**src/rtl/space_pkg.sv**
```systemverilog
// Shared enemy encodings: kind codes, weapon/kind damage factors, kill points, slot states.
// Pure definitions, no logic; latency and backpressure not applicable.
package space_pkg;

  typedef enum logic [1:0] {
    KIND_0 = 2'd0,
    KIND_1 = 2'd1,
    KIND_2 = 2'd2
  } kind_e;

  localparam logic [3:0] FIRE0_DMG = 4'd2;
  localparam logic [3:0] FIRE1_DMG = 4'd1;

  localparam logic [3:0] KIND0_DMG = 4'd4;
  localparam logic [3:0] KIND1_DMG = 4'd2;
  localparam logic [3:0] KIND2_DMG = 4'd1;

  localparam logic [2:0] KIND0_PTS = 3'd1;
  localparam logic [2:0] KIND1_PTS = 3'd2;
  localparam logic [2:0] KIND2_PTS = 3'd4;

  typedef enum logic [1:0] {
    SLOT_IDLE   = 2'd0,
    SLOT_ACTIVE = 2'd1,
    SLOT_DYING  = 2'd2
  } slot_state_e;

  // The unused kind code 3 is folded onto kind 0 at spawn.
  function automatic logic [1:0] kind_norm(input logic [1:0] k);
    return (k == 2'd3) ? 2'd0 : k;
  endfunction

  function automatic logic [3:0] hit_damage(input logic mode, input logic [1:0] kind);
    logic [3:0] fd;
    logic [3:0] kd;
    fd = mode ? FIRE1_DMG : FIRE0_DMG;
    case (kind)
      KIND_1:  kd = KIND1_DMG;
      KIND_2:  kd = KIND2_DMG;
      default: kd = KIND0_DMG;
    endcase
    return fd * kd;
  endfunction

  function automatic logic [2:0] kill_points(input logic [1:0] kind);
    case (kind)
      KIND_1:  return KIND1_PTS;
      KIND_2:  return KIND2_PTS;
      default: return KIND0_PTS;
    endcase
  endfunction

endpackage

```
**src/rtl/enemy_slot.sv**
```systemverilog
// One enemy slot: IDLE -> ACTIVE on load, ACTIVE -> DYING on kill/collision, DYING -> IDLE.
// State updates one cycle after inputs are sampled; no backpressure, load is honoured only in IDLE.
module enemy_slot
  import space_pkg::*;
#(
  parameter int DIST_W     = 8,
  parameter int SPAWN_DIST = 200,
  parameter int HIT_DIST   = 8,
  parameter int HEALTH_MAX = 15
) (
  input  logic              clk,
  input  logic              rst_n,
  input  logic              load,
  input  logic [3:0]        new_angle,
  input  logic [1:0]        new_kind,
  input  logic              tick,
  input  logic              firing,
  input  logic [15:0]       angles_hit,
  input  logic              mode,
  output logic              idle,
  output logic              alive,
  output logic [3:0]        angle,
  output logic [1:0]        kind,
  output logic [DIST_W-1:0] distance,
  output logic [3:0]        health,
  output logic              kill_pulse,
  output logic              collision_pulse
);

  slot_state_e state;
  logic        hit;
  logic [3:0]  dmg;
  logic [3:0]  hit_health;
  logic        at_player;

  assign hit        = firing & angles_hit[angle];
  assign dmg        = hit_damage(mode, kind);
  assign hit_health = (health > dmg) ? (health - dmg) : 4'd0;
  assign at_player  = (distance == DIST_W'(HIT_DIST));
  assign idle       = (state == SLOT_IDLE);
  assign alive      = ~idle;

  always_ff @(posedge clk or negedge rst_n) begin
    if (!rst_n) begin
      state           <= SLOT_IDLE;
      angle           <= 4'd0;
      kind            <= 2'd0;
      distance        <= '0;
      health          <= 4'(HEALTH_MAX);
      kill_pulse      <= 1'b0;
      collision_pulse <= 1'b0;
    end else begin
      kill_pulse      <= 1'b0;
      collision_pulse <= 1'b0;
      case (state)
        SLOT_IDLE: begin
          if (load) begin
            state    <= SLOT_ACTIVE;
            angle    <= new_angle;
            kind     <= new_kind;
            distance <= DIST_W'(SPAWN_DIST);
            health   <= 4'(HEALTH_MAX);
          end
        end
        SLOT_ACTIVE: begin
          // Reaching the player takes priority over any hit landing this cycle.
          if (at_player) begin
            state           <= SLOT_DYING;
            health          <= 4'd0;
            collision_pulse <= 1'b1;
          end else begin
            if (tick && (distance > DIST_W'(HIT_DIST))) begin
              distance <= distance - DIST_W'(1);
            end
            if (hit) begin
              health <= hit_health;
              if (hit_health == 4'd0) begin
                state      <= SLOT_DYING;
                kill_pulse <= 1'b1;
              end
            end
          end
        end
        SLOT_DYING: begin
          state  <= SLOT_IDLE;
          health <= 4'(HEALTH_MAX);
        end
        default: state <= SLOT_IDLE;
      endcase
    end
  end

endmodule

```
**src/rtl/enemy_pool.sv**
```systemverilog
// Enemy slot pool: tick divider, lowest-free-slot spawn allocator, packed per-slot outputs; optional score via ENEMY_POOL_SCORE_EN.
// Slot state valid one cycle after spawn/fire; spawn_ack is combinational, spawns with no free slot are dropped.
module enemy_pool
  import space_pkg::*;
#(
  parameter int N_SLOTS    = 4,
  parameter int DIST_W     = 8,
  parameter int SPAWN_DIST = 200,
  parameter int HIT_DIST   = 8,
  parameter int TICK_COUNT = 3125000,
  parameter int HEALTH_MAX = 15
) (
  input  logic                       clk,
  input  logic                       rst_n,
  input  logic                       spawn,
  input  logic [3:0]                 new_angle,
  input  logic [1:0]                 new_kind,
  output logic                       spawn_ack,
  input  logic [15:0]                angles_hit,
  input  logic                       firing,
  input  logic                       mode,
  output logic [N_SLOTS-1:0]         alive,
  output logic [4*N_SLOTS-1:0]       angle,
  output logic [2*N_SLOTS-1:0]       kind,
  output logic [DIST_W*N_SLOTS-1:0]  distance,
  output logic [4*N_SLOTS-1:0]       health,
  output logic [N_SLOTS-1:0]         kill_pulse,
  output logic [N_SLOTS-1:0]         collision_pulse
`ifdef ENEMY_POOL_SCORE_EN
  ,
  output logic [15:0]                score
`endif
);

  localparam int CNT_W = (TICK_COUNT > 1) ? $clog2(TICK_COUNT) : 1;

  logic [CNT_W-1:0]   tick_cnt;
  logic               tick;
  logic [N_SLOTS-1:0] idle_vec;
  logic [N_SLOTS-1:0] grant;
  logic               found;
  logic [1:0]         spawn_kind;

  assign tick       = (tick_cnt == CNT_W'(TICK_COUNT - 1));
  assign spawn_ack  = spawn & (|idle_vec);
  assign spawn_kind = kind_norm(new_kind);

  always_ff @(posedge clk or negedge rst_n) begin
    if (!rst_n) begin
      tick_cnt <= '0;
    end else if (tick) begin
      tick_cnt <= '0;
    end else begin
      tick_cnt <= tick_cnt + CNT_W'(1);
    end
  end

  // One-hot grant to the lowest-index IDLE slot.
  always_comb begin
    grant = '0;
    found = 1'b0;
    for (int i = 0; i < N_SLOTS; i++) begin
      if (idle_vec[i] && !found) begin
        grant[i] = 1'b1;
        found    = 1'b1;
      end
    end
  end

  for (genvar i = 0; i < N_SLOTS; i++) begin : g_slot
    enemy_slot #(
      .DIST_W     (DIST_W),
      .SPAWN_DIST (SPAWN_DIST),
      .HIT_DIST   (HIT_DIST),
      .HEALTH_MAX (HEALTH_MAX)
    ) u_slot (
      .clk             (clk),
      .rst_n           (rst_n),
      .load            (spawn & grant[i]),
      .new_angle       (new_angle),
      .new_kind        (spawn_kind),
      .tick            (tick),
      .firing          (firing),
      .angles_hit      (angles_hit),
      .mode            (mode),
      .idle            (idle_vec[i]),
      .alive           (alive[i]),
      .angle           (angle[4*i +: 4]),
      .kind            (kind[2*i +: 2]),
      .distance        (distance[DIST_W*i +: DIST_W]),
      .health          (health[4*i +: 4]),
      .kill_pulse      (kill_pulse[i]),
      .collision_pulse (collision_pulse[i])
    );
  end

`ifdef ENEMY_POOL_SCORE_EN
  logic [6:0]  kill_pts;
  logic [16:0] score_sum;

  always_comb begin
    kill_pts = '0;
    for (int i = 0; i < N_SLOTS; i++) begin
      if (kill_pulse[i]) begin
        kill_pts = kill_pts + 7'(kill_points(kind[2*i +: 2]));
      end
    end
  end

  assign score_sum = {1'b0, score} + 17'(kill_pts);

  always_ff @(posedge clk or negedge rst_n) begin
    if (!rst_n) begin
      score <= 16'd0;
    end else begin
      score <= score_sum[16] ? 16'hFFFF : score_sum[15:0];
    end
  end
`endif

endmodule
```
**config.mk**
```make
export PLATFORM = sky130hd
export DESIGN_NAME = enemy_pool
export DESIGN_NICKNAME = d
export VERILOG_FILES = /design/src/rtl/space_pkg.sv /design/src/rtl/enemy_slot.sv /design/src/rtl/enemy_pool.sv
export SDC_FILE = /design/constraint.sdc
export NUM_CORES = 1
export LEC_CHECK = 0
export CORE_MARGIN = 2
export CORE_UTILIZATION = 55
export DETAILED_ROUTE_END_ITERATION = 8
export PLACE_DENSITY = 0.81
export SYNTH_ARGS = -nofsm -noshare
export SYNTH_HDL_FRONTEND = slang
export SYNTH_HIERARCHICAL = 1
export SYNTH_SLANG_ARGS = --single-unit
```
**constraint.sdc**
```tcl
create_clock -name clk -period 4.2 [get_ports clk]
set_clock_uncertainty 0.05 [all_clocks]
set_input_delay 0.84 -clock clk [delete_from_list [all_inputs] [get_ports clk]]
set_output_delay 0.84 -clock clk [all_outputs]
set_load 0.005 [all_outputs]
```
### Word level (Yosys, flattened, before mapping)

Cells that the tools add are included.

* logic and storage cells: 253
* output and inout bits: 85
* flip-flop bits (word level): 110

* equal/unequal tests: 42
* bitwise logic cells: 13
* reductions and logical operators: 43
* muxes and demuxes: 101
* $lt $le $gt $ge: 12
* multipliers: 4
* add/subtract/negate cells: 9

Operator list (count)
* $mux W8: 12
* $mux W4: 16
* $pmux W8 S2: 4
* $pmux W4 S3: 4
* $mux W2: 18
* $mux W1: 34
* $eq A8 B4 Y1 const B: 4
* $gt A8 B4 Y1 const B: 4
* $sub A8 B1 Y8 const B: 4
* $ne A3 B1 Y1 const B: 8
* $pmux W3 S2: 4
* $reduce_and A3 Y1: 8
* $add A22 B1 Y22 const B: 1
* $eq A22 B22 Y1 const B: 1
* $mux W22: 1
* $lt A4 B5 Y1 const B: 4
* $eq A2 B2 Y1 const B: 9
* $bmux W1 S4: 4
* $eq A2 B1 Y1 const B: 8
* $gt A4 B4 Y1: 4
* $logic_not A4 Y1: 4
* $ne A2 B1 Y1 const B: 8
* $pmux W2 S2: 4
* $reduce_and A4 Y1: 4
* 13 further kinds: 52

### Depth between registers and ports, before layout

Gate-level depths: netlist (run 1).

* word-level depth: 14
* gate-level depth with buffers: 10
* mapped depth without buffers: 10

### By module

The synthesis (run 1) kept the hierarchy.

By module, submodules not included
* enemy_slot at g_slot[0].u_slot ...: sequential area each 555.5 um2, times used 2, area an instance 1526.5 um2, cells an instance 157
* enemy_slot at g_slot[3].u_slot: sequential area each 555.5 um2, times used 1, area an instance 1519.0 um2, cells an instance 156
* enemy_slot at g_slot[1].u_slot: sequential area each 555.5 um2, times used 1, area an instance 1517.7 um2, cells an instance 156
* enemy_pool: sequential area each 550.5 um2, times used 1, area an instance 1167.4 um2, cells an instance 113

### Worst setup path after synthesis (run 1)

OpenSTA, ideal clock, no wires.

* path type: input-to-reg
* from: input mode
* to: register g_slot[0].u_slot.state[0]
* required time: 4.030 ns
* path slack: 1.405 ns
* library setup time: 0.120 ns
* data arrival time: 2.625 ns
* cell stages on the path: 8
* cell sequence: mux2i_1 inv_1 fa_1 xor2_1 nand4b_1 or3_1 a31o_1 a31o_1

* cells in the longest elaborated chain, start to end: 7
* elaborated cells between the ends (all ways): 8
* classes of those cells: add/sub: 1; mul: 1; order compare: 1; eq/ne: 1; mux: 2; reduce/logical: 2

Ends and longest elaborated chain
* from (decl): RTL line enemy_pool.sv:21 `input logic mode,`
* $mux W2 (*): RTL line space_pkg.sv:36 `fd = mode ? FIRE1_DMG : FIRE0_DMG;`
* $mul A4 B3 Y4 (*): RTL line space_pkg.sv:42 `return fd * kd;`
* $sub A4 B4 Y4 / $gt A4 B4 Y1 (equally long branches): RTL line enemy_slot.sv:38 `assign hit_health = (health > dmg) ? (health - dmg) : 4'd0;`
* $mux W4 (*): RTL line enemy_slot.sv:38
* $logic_not A4 Y1 (*): RTL line enemy_slot.sv:77 `if (hit_health == 4'd0) begin`
* $ne A3 B1 Y1 (no line) (*)
* $reduce_and A3 Y1 (no line) (*)
* to (signal assigned): RTL line enemy_slot.sv:45 `state <= SLOT_IDLE;`
* to (signal assigned): RTL line enemy_slot.sv:78 `state <= SLOT_DYING;`
* to (signal assigned): RTL line enemy_slot.sv:85 `state <= SLOT_IDLE;`
* to (decl): RTL line enemy_slot.sv:30 `slot_state_e state;`

Mark *: on every way between the ends. The rest lies on a longest branch, timed or not.
A chain may end at the register's enable or synchronous reset.

### Worst setup path after layout (run 1)

* from: input mode
* to: register g_slot[1].u_slot.state[0]

* cells in the longest elaborated chain, start to end: 7
* elaborated cells between the ends (all ways): 8
* classes of those cells: add/sub: 1; mul: 1; order compare: 1; eq/ne: 1; mux: 2; reduce/logical: 2

Ends and longest elaborated chain (RTL line)
* $mux W2 (*): space_pkg.sv:36
* $mul A4 B3 Y4 (*): space_pkg.sv:42
* $sub A4 B4 Y4 / $gt A4 B4 Y1 (equally long branches): enemy_slot.sv:38
* $mux W4 (*): enemy_slot.sv:38
* $logic_not A4 Y1 (*): enemy_slot.sv:77
* $ne A3 B1 Y1 (no line) (*)
* $reduce_and A3 Y1 (no line) (*)
* to (signal assigned): enemy_slot.sv:45
* to (signal assigned): enemy_slot.sv:78
* to (signal assigned): enemy_slot.sv:85
* to (decl): enemy_slot.sv:30

Marks and branches as above.

==> results of run 1 <==
power by group:
group | internal [mW] | switching [mW] | total [mW]
sequential | 1.33 | 0.393 | 1.73
combinational | 1.43 | 1.47 | 2.89
clock | 0.419 | 0.382 | 0.801
final cells by class:
type	count	area [um2]
clock buffer	14	254.0
clock inverter	2	10.01
fill	933	4009
inverter	50	187.7
multi-input combinational	564	4187
sequential	110	2773
tap	172	215.2
timing repair buffer	115	1139
placed cells by master (no fill, tap or decap), types with 15 or more instances in the layout:
cell type        synthesis  layout
nand3b_1                15      15
xor2_1                  16      16
nand3_1                 16      16
nand2b_1                17      17
nor3_1                  17      17
nor2b_1                 27      27
mux2i_1                 33      33
nand2_1                 96      96
clkdlybuf4s50_1          0     110
a221oi_2                16      16
dfrtp_1                 94      94
inv_1                   50      50
dfstp_2                 16      16
xnor2_1                 18      18
nor2_1                  62      62
ha_1                    42      42
kinds of logic after synthesis:
kind of cell | after synthesis | share of synthesized area
compound gates | 104 | 0.1333
mux | 41 | 0.07034
buf+inv | 65 | 0.04103
simple gates | 339 | 0.2488
flops | 110 | 0.3821
xor+xnor | 34 | 0.04103
fa+ha+maj | 46 | 0.08345
routing by layer:
layer	wire, um	vias up	GRT usage
met2	9264	201	0.4587
li1	-	2834	-
met1	7963	2974	0.3535
met5	0	-	0
met4	383	0	0.09152
met3	852	33	0.03400
metrics by stage:
step	cell area [um2]	worst slack (ps)	cells	total power [mW]
3_3_place_gp	8501	565.0	1011	4.419
6_report	8765	713.4	1027	5.422
4_1_cts	8765	767.0	1027	5.414
3_5_place_dp	8501	416.5	1011	4.583
2_1_floorplan	7257	1405	739	3.583
5_1_grt	8765	579.8	1027	5.799
sequential cells by signal, summed over array words and instances, names as in the netlist:
name and cells:
g_slot.u_slot/angle 16, g_slot.u_slot/collision_pulse 4, g_slot.u_slot/distance 32, g_slot.u_slot/health 16, g_slot.u_slot/kill_pulse 4, g_slot.u_slot/kind 8, g_slot.u_slot/state 8, tick_cnt 22
cell usage after synthesis, drive strengths merged (5+ instances only):
cell type,instances
nand2,96
dfrtp,94
nor2,62
inv,50
ha,42
mux2i,33
nor2b,27
nand3,21
xnor2,18
nand2b,17
nor3,17
a221oi,16
dfstp,16
xor2,16
and2,15
nand3b,15
o21ai,15
a21oi,14
and3,13
or3,12
buf,11
a31o,8
mux4,8
o21a,8
nand4,7
nor3b,6
nor4,6
a21o,5
and3b,5
o31ai,5
final timing paths:
| check | from | endpoint | slack [ps] | cells after the start |
|---|---|---|---|---|
| setup / recovery | mode | g_slot[1].u_slot/state[0] | 710 | 10 |
| hold / removal | rst_n | g_slot[2].u_slot/distance[0] | 450 | 1 |
| setup reg to reg | g_slot[3].u_slot/kind[0] | g_slot[3].u_slot/state[0] | 1300 | 10 |
| hold reg to reg | tick_cnt[19] | tick_cnt[19] | 450 | 1 |
| max in group asynchronous | rst_n | g_slot[3].u_slot/health[0] | 2730 | 2 |
| min in group clk | tick_cnt[19] | tick_cnt[19] | 450 | 1 |
==> flow_summary.toml, run 1 <==
[floorplan]
placementRows = 41
core_region_area_mm2 = 0.01277
die-area_mm2 = 0.01413
pin_count = 112
initial_core_util = 0.5681
die_w_um = 118.9
die_h_um = 118.9

[timing]
slew_headroom = 0.3849
hold_viol = 0
drv_slew = 0
fin_crit_ps = 3487
setup_viol = 0
setup_tns_ps = 0
fin_hold_ws_ps = 445.7
rsz0062_at_grt = "false"
clock.fmax_mhz = 286.8
min_period_over_period = 0.8301
worstMarginPinSlew_ps = 910.2

[drt]
drtPass1Iterations = 7
final_antenna_net_count = 0
vias = 6042
via_per_inst = 5.883
wirelength_mm = 18.46
drc_errors = 0
drt-initial-drc-count = 541
wl_per_cell_um = 17.98

[pwr]
power.density_mw_per_mm2 = 618.7
worst_ir_drop_vdd_uv = 256.4
leakagePower_nw = 3.866

[clocking]
cts.sinks = 110
cts_buffers = 9
cts_max_level = 3
path_clk_slew_ps = 70
cts_buffer_depth = 2
cts_setup_buffers = 0
post_cts_resized = 0
cts_tree = "done"
clkLatencyLatePin_ps = 350
clock-root-buffer = "clkbuf_16"
hold_buffers = 0

[synth]
yosysSeqAreaShare = 0.3821
synth_top_area_share = 0.3241
synth_warnings = 6
syn_avg_cell_area_um2 = 9.820
synthesis.nets = 812
synth_enable_flop_cells = 0
ys_types = 58
syn_inst = 739
synth_top_area_cell = "dfrtp_1"
synthArstFlopShare = 1.000
synth_area_leaders = "dfrtp_1, ha_1, dfstp_2"
syn_area_mm2 = 0.007257
synthFlopType = "dfrtp_1"
ys_ff_latch = 110

[critical_path]
cp.arrival_ps = 3680
slowest_stage = "clkdlybuf4s50_1"
start_kind = "primary input"
crit_path_end_kind = "register"
cp_max_fo = 16
crit_buf_inv = 3
cp_data_required_time_ps = 4390
max_stage_delay_ps = 460
cp_common_cell = "a31o_1"
cp_top_family = "buffers and inverters"
critPathKind = "in -> reg"
worstPathCellList = "clkdlybuf4s50_1 -> buf_4 -> mux2i_1 -> inv_1 -> fa_1 -> xor2_1 -> nand4b_1 -> or3_1 -> a31o_1 -> a31o_1"

[placed_design]
place_hpwl_mm = 13.78
routabilityCongestion = 0.9599
port_buffers = 111

[finish]
nNetsFinal = 923
diodes = 0
syn_to_final_growth_pct = 20.78
layout-drive-gt1-share = 0.1029
post-route-util = 0.6862

[grt]
grt_overflow = 0
grt_pass1_wl_mm = 30.63
grt_antenna_before_repair = 0
grt_pass1_vias = 6197
track_usage = 0.2685
grt_max_degree = 52

[hold_path]
worst_hold_path_type = "in -> async"

[flow_run]
cap_violations = 0

[status]
status = "finished clean"
Note: power is estimated with default switching activity, not from simulation.
==> run 2: changes to the inputs <==
==> constraint.sdc (replaced) <==
create_clock -name clk -period 3.4 [get_ports clk]
set_clock_uncertainty 0.05 [all_clocks]
set_input_delay 0.68 -clock clk [delete_from_list [all_inputs] [get_ports clk]]
set_output_delay 0.68 -clock clk [all_outputs]
set_load 0.005 [all_outputs]
==> run 2 against run 1 <==
Routed wire length decreased by 1.9%. Power increased by 26%. Register-to-register slack got worse by 770 ps. Via count increased by 0.12%. Sequential share of layout area decreased by 0.43 points. Setup slack got worse by 510 ps. Combinational power increased by 23%. Non-clock buffer count increased by 5. Global-route usage decreased by 0.64 points. Clock power increased by 44%. Critical path depth unchanged. Clock-buffer cell count decreased by 4. Critical path type unchanged. Largest cell class unchanged. Largest power group unchanged.
==> flow_summary.toml, run 2 (synthesized netlist as in run 1, its figures left out) <==
[clocking]
clock-root-buffer = "clkbuf_16"
cts_setup_buffers = 0
post_cts_resized = 0
hold_buffers = 0
clkLatencyLatePin_ps = 360
cts.sinks = 110
cts_max_level = 3
cts_buffer_depth = 2
path_clk_slew_ps = 80
cts_tree = "done"
cts_buffers = 9

[drt]
final_antenna_net_count = 0
wl_per_cell_um = 17.56
drtPass1Iterations = 5
wirelength_mm = 18.12
vias = 6049
drc_errors = 0
drt-initial-drc-count = 432
via_per_inst = 5.861

[finish]
largest_reg_flops = 32
final_common_cell = "clkdlybuf4s50_1"
layout_common_cells = "clkdlybuf4s50_1, nand2_1, dfrtp_1"
layout-drive-gt1-share = 0.1116
largestRegisters = "g_slot.u_slot/distance (32), tick_cnt (22)"
syn_to_final_growth_pct = 22.43
largest-register = "g_slot.u_slot/distance"
diodes = 0
nNetsFinal = 928

[floorplan]
die-area_mm2 = 0.01413
die_h_um = 118.9
pin_count = 112
core_region_area_mm2 = 0.01277
initial_core_util = 0.5681
placementRows = 41
die_w_um = 118.9

[pwr]
pwr-share-clk = 0.168
power_frac_comb = 0.519
leakagePower_nw = 3.917
switching_share = 0.4021
p_int_mw = 4.092
power.density_mw_per_mm2 = 770.2
power_mw = 6.843
power_frac_seq = 0.313
worst_ir_drop_vdd_uv = 356.7
p_switching_mw = 2.751

[critical_path]
cp_max_fo = 16
worstPathCellList = "clkdlybuf4s50_1 -> buf_12 -> mux2i_1 -> inv_1 -> fa_1 -> xor2_1 -> nand4b_1 -> or3_1 -> a31o_1 -> a31o_1"
worstSetupStartpoint = "mode"
r2r_start = "tick_cnt[16]"
cp_data_required_time_ps = 3600
start_kind = "primary input"
critPathKind = "in -> reg"
slowest_stage = "clkdlybuf4s50_1"
cp_common_cell = "a31o_1"
max_stage_delay_ps = 520
crit_path_end_kind = "register"
cp.arrival_ps = 3390

[placed_design]
place_hpwl_mm = 13.54
routabilityCongestion = 0.9608
port_buffers = 111

[grt]
grt_overflow = 0
grt_use_met1 = 0.3442
grt_pass1_vias = 6010
grt_pass1_wl_mm = 29.95
grt_use_met2 = 0.4375
met3_usage = 0.05412
top_usage_layer = "met2"
track_usage = 0.2621
grt_antenna_before_repair = 0
grt_max_degree = 46

[timing]
worstMarginPinSlew_ps = 691.9
clock.fmax_mhz = 313.1
fin_hold_ws_ps = 263.6
rsz0062_at_grt = "false"
drv_slew = 0
setup_viol = 0
hold_viol = 0
slew_headroom = 0.5324
fin_crit_ps = 3194
min_period_over_period = 0.9395

[hold_path]
worst_hold_path_type = "in -> async"

[status]
status = "finished clean"

[flow_run]
cap_violations = 0
==> run 2: layout make-up <==
class / count / area, um2
clock buffer: 10 / 229.0
fill: 941 / 3889
sequential: 110 / 2773
clock inverter: 6 / 92.59
inverter: 50 / 187.7
timing repair buffer: 120 / 1201
multi-input combinational: 564 / 4187
tap: 172 / 215.2
==> run 2: metrics by stage <==
step,area (um2),setup TNS (ps),setup slack (ps),instances,util
after floorplan,7257,0,764.9,739,-
after global placement,8563,0,11.99,1016,0.6704
after detailed placement,8563,-371.8,-121.8,1016,0.6704
after CTS,8885,0,246.1,1032,0.6956
after global routing,8885,0,77.81,1032,0.6956
final,8885,0,205.8,1032,0.6956
==> run 2: critical path, delay by kind of cell <==
family / cells / cell delay, ps
compound gates: 2 / 470
buf+inv: 3 / 780
xor+xnor: 1 / 270
simple gates: 2 / 470
mux: 1 / 270
fa+ha+maj: 1 / 440
==> run 2: routing by layer <==
metal,vias to the layer above,share of wire
met5,-,0
met1,2979,0.43
li1,2846,-
met2,190,0.49
met3,34,0.058
met4,0,0.021
==> run 2: power groups by stage <==
stage	registers (mW)	clock network [mW]	logic, mW
2_1_floorplan	1.97	0	2.45
3_3_place_gp	2.13	0	3.40
3_5_place_dp	2.15	0	3.51
4_1_cts	2.14	1.17	3.54
5_1_grt	2.20	1.22	3.89
6_report	2.14	1.15	3.55
==> run 2: path summary, 6_finish.rpt <==
| check | to | slack, ps | depth (start not counted) |
|---|---|---|---|
| max | g_slot[3].u_slot/state[0] | 210 | 10 |
| min | g_slot[2].u_slot/distance[0] | 260 | 1 |
| max reg2reg | g_slot[3].u_slot/distance[5] | 530 | 7 |
| min reg2reg | tick_cnt[19] | 450 | 1 |
| max in group asynchronous | g_slot[1].u_slot/health[1] | 2250 | 2 |
| min in group clk | tick_cnt[19] | 450 | 1 |
==> run 3: changes to the inputs <==
--- a/config.mk
+++ b/config.mk
@@ -5,10 +5,12 @@
 export SDC_FILE = /design/constraint.sdc
 export NUM_CORES = 1
 export LEC_CHECK = 0
+export CORE_ASPECT_RATIO = 1.5
 export CORE_MARGIN = 2
 export CORE_UTILIZATION = 55
 export DETAILED_ROUTE_END_ITERATION = 8
 export PLACE_DENSITY = 0.81
+export SLEW_MARGIN = 5
 export SYNTH_ARGS = -nofsm -noshare
 export SYNTH_HDL_FRONTEND = slang
 export SYNTH_HIERARCHICAL = 1
==> run 3 against run 2 <==
Power up 0.10%. Cell count down 1.2%. Clock power down 4%. Sequential share of layout area up 0.084 points. Largest cell class unchanged. Largest power group unchanged. Sequential cell count unchanged. Die area up 0.14%.
==> flow_summary.toml, run 3 (synthesized netlist as in run 1, its figures left out) <==
[status]
status = "finished clean"

[drt]
top_layer_used = "met4"
drtPass1Iterations = 4
wirelength_mm = 18.47
drc_errors = 0
vias = 6097
wl_met1_mm = 7.286
drt-initial-drc-count = 438
via_per_inst = 5.977
final_antenna_net_count = 0
wl_per_cell_um = 18.10
met2_wirelength_mm = 9.795
wl_met3_um = 819

[critical_path]
cp_data_required_time_ps = 3600
cp_max_fo = 16
cp_common_cell = "a31o_1"
r2r_start = "g_slot[2].u_slot/kind[0]"
critPathKind = "in -> reg"
r2r_setup_slack_ps = 500
start_kind = "primary input"
crit_path_end_kind = "register"
cp_top_family = "buffers and inverters"
reg2regPathDepth = 10
regToRegEndpoint = "g_slot[2].u_slot/state[0]"
cp_num_cells = 10
worstPathCellList = "clkdlybuf4s50_1 -> buf_12 -> mux2i_1 -> inv_1 -> fa_1 -> xor2_1 -> nand4b_1 -> or3_1 -> a31o_1 -> a31o_1"
max_stage_delay_ps = 510
cp.arrival_ps = 3370
slowest_stage = "clkdlybuf4s50_1"
crit_buf_inv = 3
crit_path_end = "g_slot[2].u_slot/state[0]"
worstSetupStartpoint = "mode"

[floorplan]
die_h_um = 144.7
initial_core_util = 0.5602
placementRows = 51
pin_count = 112
die-area_mm2 = 0.01415
die_w_um = 97.79
core_region_area_mm2 = 0.01295

[timing]
fin_crit_ps = 3178
hold_viol = 0
drv_slew = 0
min_period_over_period = 0.9348
worst_slack_ps = 221.8
slew_headroom = 0.5843
setup_viol = 0
clock.fmax_mhz = 314.6
worstMarginPinSlew_ps = 617.9
rsz0062_at_grt = "false"

[finish]
nNetsFinal = 929
largest_reg_flops = 32
final_common_cell = "clkdlybuf4s50_1"
largest-register = "g_slot.u_slot/distance"
layout-drive-gt1-share = 0.1138
largestRegisters = "g_slot.u_slot/distance (32), tick_cnt (22)"
n_fill_cell = 1005
diodes = 0
layout_common_cells = "clkdlybuf4s50_1, nand2_1, dfrtp_1"
final_cells = 1020
syn_to_final_growth_pct = 22.10

[placed_design]
port_buffers = 111
routabilityCongestion = 0.9634
place_inst = 1004
place_hpwl_mm = 13.83
dpl_worst_slack_ps = -86.10

[clocking]
clock-root-buffer = "clkbuf_16"
cts_tree = "done"
cts_buffer_depth = 2
hold_buffers = 0
cts_setup_buffers = 0
cts.sinks = 110
path_clk_slew_ps = 80
post_cts_resized = 0
clkLatencyLatePin_ps = 350
cts_max_level = 3
cts_buffers = 9

[grt]
grt_pass1_wl_mm = 30.02
grt_pass1_vias = 6098
grt_max_degree = 44
grt_overflow = 0
track_usage = 0.2639
grt_antenna_before_repair = 0

[pwr]
power.density_mw_per_mm2 = 773.1
leakagePower_nw = 3.917
worst_ir_drop_vdd_uv = 344.5

[hold_path]
worst_hold_path_type = "in -> async"

[flow_run]
cap_violations = 0
-- run 3: routing by layer --
layer	vias up	global-route usage
met2	190	0.4809
met5	-	0
met1	3029	0.3123
li1	2837	-
met4	0	0.1067
met3	41	0.04035
-- run 3: final cells by class --
class / count / area (um2) / area share
inverter: 50 / 187.7 / 0.02118
clock inverter: 6 / 67.56 / 0.007625
timing repair buffer: 121 / 1209 / 0.1364
sequential: 110 / 2773 / 0.3129
tap: 159 / 198.9 / 0.02245
multi-input combinational: 564 / 4187 / 0.4725
clock buffer: 10 / 239.0 / 0.02697
-- run 3: worst min-delay path by stage --
stage	endpoint	startpoint	slack, ps
2_1_floorplan	g_slot[0].u_slot/angle[0]	rst_n	330
3_3_place_gp	tick_cnt[19]	tick_cnt[19]	410
3_5_place_dp	tick_cnt[19]	tick_cnt[19]	430
4_1_cts	g_slot[1].u_slot/distance[7]	rst_n	280
5_1_grt	g_slot[1].u_slot/distance[7]	rst_n	310
6_report	g_slot[1].u_slot/distance[7]	rst_n	270
-- run 3: where the power goes --
group	switching (mW)	leakage, nW	total [mW]	internal (mW)
sequential	0.475	1.36	2.12	1.65
clock	0.500	0.145	1.10	0.596
combinational	1.82	2.41	3.63	1.80
total	2.80	3.92	6.85	4.05
-- run 3: metrics by stage --
stage | instance area (um2) | utilization | hold WS (ps) | setup TNS (ps) | total power, mW
6_report | 8861 | 0.6841 | 269.0 | 0 | 6.850
5_1_grt | 8861 | 0.6841 | 306.1 | 0 | 7.296
4_1_cts | 8861 | 0.6841 | 282.3 | 0 | 6.838
3_5_place_dp | 8554 | 0.6604 | 427.3 | -228.5 | 5.683
3_3_place_gp | 8554 | 0.6604 | 413.2 | 0 | 5.511
2_1_floorplan | 7257 | - | 334.4 | 0 | 4.426
==> patch 1: new RTL, config.mk and constraints of run 2 <==
Add a define of `ENEMY_POOL_SCORE_EN`.
--- a/src/rtl/enemy_pool.sv
+++ b/src/rtl/enemy_pool.sv
@@ -2,2 +2,4 @@
 // Slot state valid one cycle after spawn/fire; spawn_ack is combinational, spawns with no free slot are dropped.
+`define ENEMY_POOL_SCORE_EN
+
 module enemy_pool
Behaviour (old outputs only; new: score): unchanged (equiv_simple and equiv_induct, registers matched by name and starting in step).
==> patch 1 against run 2 <==
Count of clock-buffer cells in the layout is 14 higher; cell area is 26% higher; area after synthesis is 18% higher; routed wire length is 19% higher; via count is 23% higher; sequential cell count is 16 higher; power is 28% higher; the run now ends with negative setup slack left; setup slack worse by 1.7 ns.
==> patch 1: results (changes against run 2) <==
htree depth=4 (+1); met1 wire length=9.36 mm (+21%); failing checks=negative setup slack; Clock-cell share=5.28% (+1.7 points); final core occ=73.4% (+3.9 points); XOR/XNOR share of the synthesized area=4.59% (+0.49 points); largest delay contributor family on the critical path=adder cells; Syn Area/Cell=9.63 sq um (-1.9%); inverters=69 (+38%); Synth Area in Compound Gates=13.1% (-0.21 points); Slew HR=57.6% (+4.4 points); CLK BUF=24 (+14); CTS Buf Count=17 (+8); grt met2 use=43.9% (+0.17 points); status=finished with violations; critical path peak fanout=3 (-13); Synth Area in Adders=11.2% (+2.9 points); Leakage=5.02 nW (+28%); non-clk buf share=15.3% (+1.8 points); Routability Congestion=0.874 (-9.0%); GR Layer Usage met1=34.7% (+0.28 points); filler instances=1078 (+15%); comb_multi_in=680 (+21%); Critical Path AT=5.15 ns (+1.76 ns); Finished Layout Cells=1275 (+24%); Finish-stage setup viols=16 (+16); postcts setup bufs=3 (+3); max incr delay on CP=0.41 ns (-0.11 ns); WL met2=9.96 mm (+11%); Worst-Skew Late Latency=0.42 ns (+0.06 ns); Worst IR Drop VDD=0.398 mV (+12%); CTS-repair resized insts=10 (+10); Non-clock buffers=180 (+50%); global-route wire length before repair=35.5 mm (+18%); mux cell area share after synthesis=7.76% (+0.72 points); synth cell count leaders=110 x dfrtp_1, 106 x nand2_1, 69 x inv_1, 69 x nor2_1, 64 x ha_1; TNS Setup=-22.86 ns (-22.86 ns); clock slew seen by the registers of the worst setup and hold paths=0.06 ns (-0.02 ns); Yosys cell types=66 (+14%); routed wl met3=1.41 mm (+34%); GR Util All Layers=27.0% (+0.81 points); M3 GR Usage=6.03% (+0.62 points); worst setup margin=-1.49 ns (-1.70 ns); nets=1173 (+26%); post-synthesis sequential area ratio=37.0% (-1.2 points); # port buffers=127 (+14%); routed vias/inst=5.83 (-0.51%); clock sinks=126 (+15%)
patch 1: worst paths after layout:
check                                                     start                                    endpoint  slack (ns)  depth (start not counted)
setup / recovery           g_slot[0].u_slot/kind[0]$_DFFE_PN0P_                         score[15]$_DFF_PN0_       -1.49                         24
hold / removal                                            rst_n    g_slot[0].u_slot/distance[7]$_DFFE_PN0P_        0.22                          2
setup reg to reg           g_slot[0].u_slot/kind[0]$_DFFE_PN0P_                         score[15]$_DFF_PN0_       -1.49                         24
hold reg to reg                           tick_cnt[0]$_DFF_PN0_                       tick_cnt[0]$_DFF_PN0_        0.43                          1
max in group asynchronous                                 rst_n  g_slot[3].u_slot/collision_pulse$_DFF_PN0_        2.55                          2
min in group clk                          tick_cnt[0]$_DFF_PN0_                       tick_cnt[0]$_DFF_PN0_        0.43                          1
patch 1: power breakdown:
group	switching, mW	internal (mW)
logic	2.23	2.32
registers	0.491	1.89
clock network	0.650	1.19
total	3.37	5.39
==> patch 2: new RTL, config.mk and constraints of run 2 <==
Without the edit above. Encoding of `slot_state_e`: now one-hot (3 bits for 3 states).
--- a/src/rtl/space_pkg.sv
+++ b/src/rtl/space_pkg.sv
@@ -21,6 +21,6 @@
 
-  typedef enum logic [1:0] {
-    SLOT_IDLE   = 2'd0,
-    SLOT_ACTIVE = 2'd1,
-    SLOT_DYING  = 2'd2
+  typedef enum logic [2:0] {
+    SLOT_IDLE   = 3'b001,
+    SLOT_ACTIVE = 3'b010,
+    SLOT_DYING  = 3'b100
   } slot_state_e;
Behaviour: no difference found for any inputs over 4 cycles, from zero or initial values and one cycle with rst_n low; so few cycles prove little.
==> patch 2 against run 2 <==
Area after synthesis down 0.60%; synthesized cell count down 0.14%; sequential cell count up 4; sequential power up 3%; setup slack better by 0.14 ns; power up 4.6%; largest power group unchanged; cell area up 3.5%; routed wire length up 8.0%.
==> patch 2: results (changes against run 2) <==
Leakage=4.10 nW (+4.7%); status=completed; Slew HR=53.9% (+0.65 points); clock slew seen by the registers of the worst setup and hold paths=0.05 ns (-0.03 ns); max incr delay on CP=0.55 ns (+0.03 ns); DP Cell Count=1017 (+0.098%); comb_multi_in=559 (-0.89%); CP max stage cell=dfstp_2; post-synthesis sequential area ratio=39.9% (+1.7 points); WL/cell=18.7 um (+6.2%); Iter 0 DRT Violations=423 (-2.1%); routed wl met3=1.11 mm (+5.9%); Worst-Skew Late Latency=0.43 ns (+0.07 ns); Critical Path AT=2.32 ns (-1.07 ns); Synth area leaders=dfrtp_1 33%, dfstp_2 7.3%, ha_1 7.3%; WL met2=9.97 mm (+12%); cells on worst reg2reg path=8 (+1); Critical R2R Capture=g_slot[2].u_slot/distance[5]$_DFFE_PN0P_; Non-clock buffers=124 (+3.3%); Routability Congestion=0.959 (-0.18%); synth cell count leaders=94 x dfrtp_1, 88 x nand2_1, 54 x nor2_1, 48 x inv_1, 42 x ha_1; met1 wire length=7.70 mm (-0.67%); non-clk buf share=13.4% (-0.14 points); vias in the first global route=6495 (+8.1%); filler instances=956 (+1.6%)
patch 2: metal layers:
layer	track usage, %	vias to the layer above
met2	48.7	238
met4	14.8	0
li1	-	2897
met3	7.96	66
met5	0	-
met1	33.4	3108
patch 2: logic make-up after synthesis:
family,after synthesis,synth area share (%)
compound gates,123,12.2
mux,45,8.03
flops,114,39.9
simple gates,313,23.7
buf+inv,65,3.87
xor+xnor,32,3.89
fa+ha+maj,46,8.40
patch 2: stage by stage:
step,instance area [sq um],utilization [%],hold WS (ns)
after detailed placement,8560,67.3,0.431
final,9200,72.3,0.226
after CTS,9200,72.3,0.234
after floorplan,7210,-,0.334
after global routing,9200,72.3,0.273
after global placement,8560,67.3,0.419
patch 2: critical path: cells and delay by family, from the launching register on:
kind                   cells  cell delay, ns
DFF                        1            0.55
and+or+nand+nor            1            0.51
buffers and inverters      2            0.65
AOI/OAI and AO/OA          1            0.19
patch 2: how the worst max path moves through the flow:
stage / slack [ns] / to / startpoint
finish: 0.35 / spawn_ack / g_slot[2].u_slot/state[0]$_DFFE_PN1P_
global route: 0.19 / g_slot[0].u_slot/health[3]$_DFFE_PN1P_ / mode
CTS: 0.34 / spawn_ack / g_slot[0].u_slot/state[0]$_DFFE_PN1P_
detailed placement: -0.02 / g_slot[0].u_slot/health[3]$_DFFE_PN1P_ / mode
global placement: 0.10 / g_slot[0].u_slot/health[3]$_DFFE_PN1P_ / mode
floorplan: 0.85 / g_slot[0].u_slot/health[3]$_DFFE_PN1P_ / mode
patch 2: report_power, final:
part | leakage, nW | internal [mW] | switching, mW | total (mW)
registers | 1.42 | 1.70 | 0.501 | 2.20
clock network | 0.313 | 1.30 | 0.646 | 1.95
logic | 2.37 | 1.51 | 1.50 | 3.01
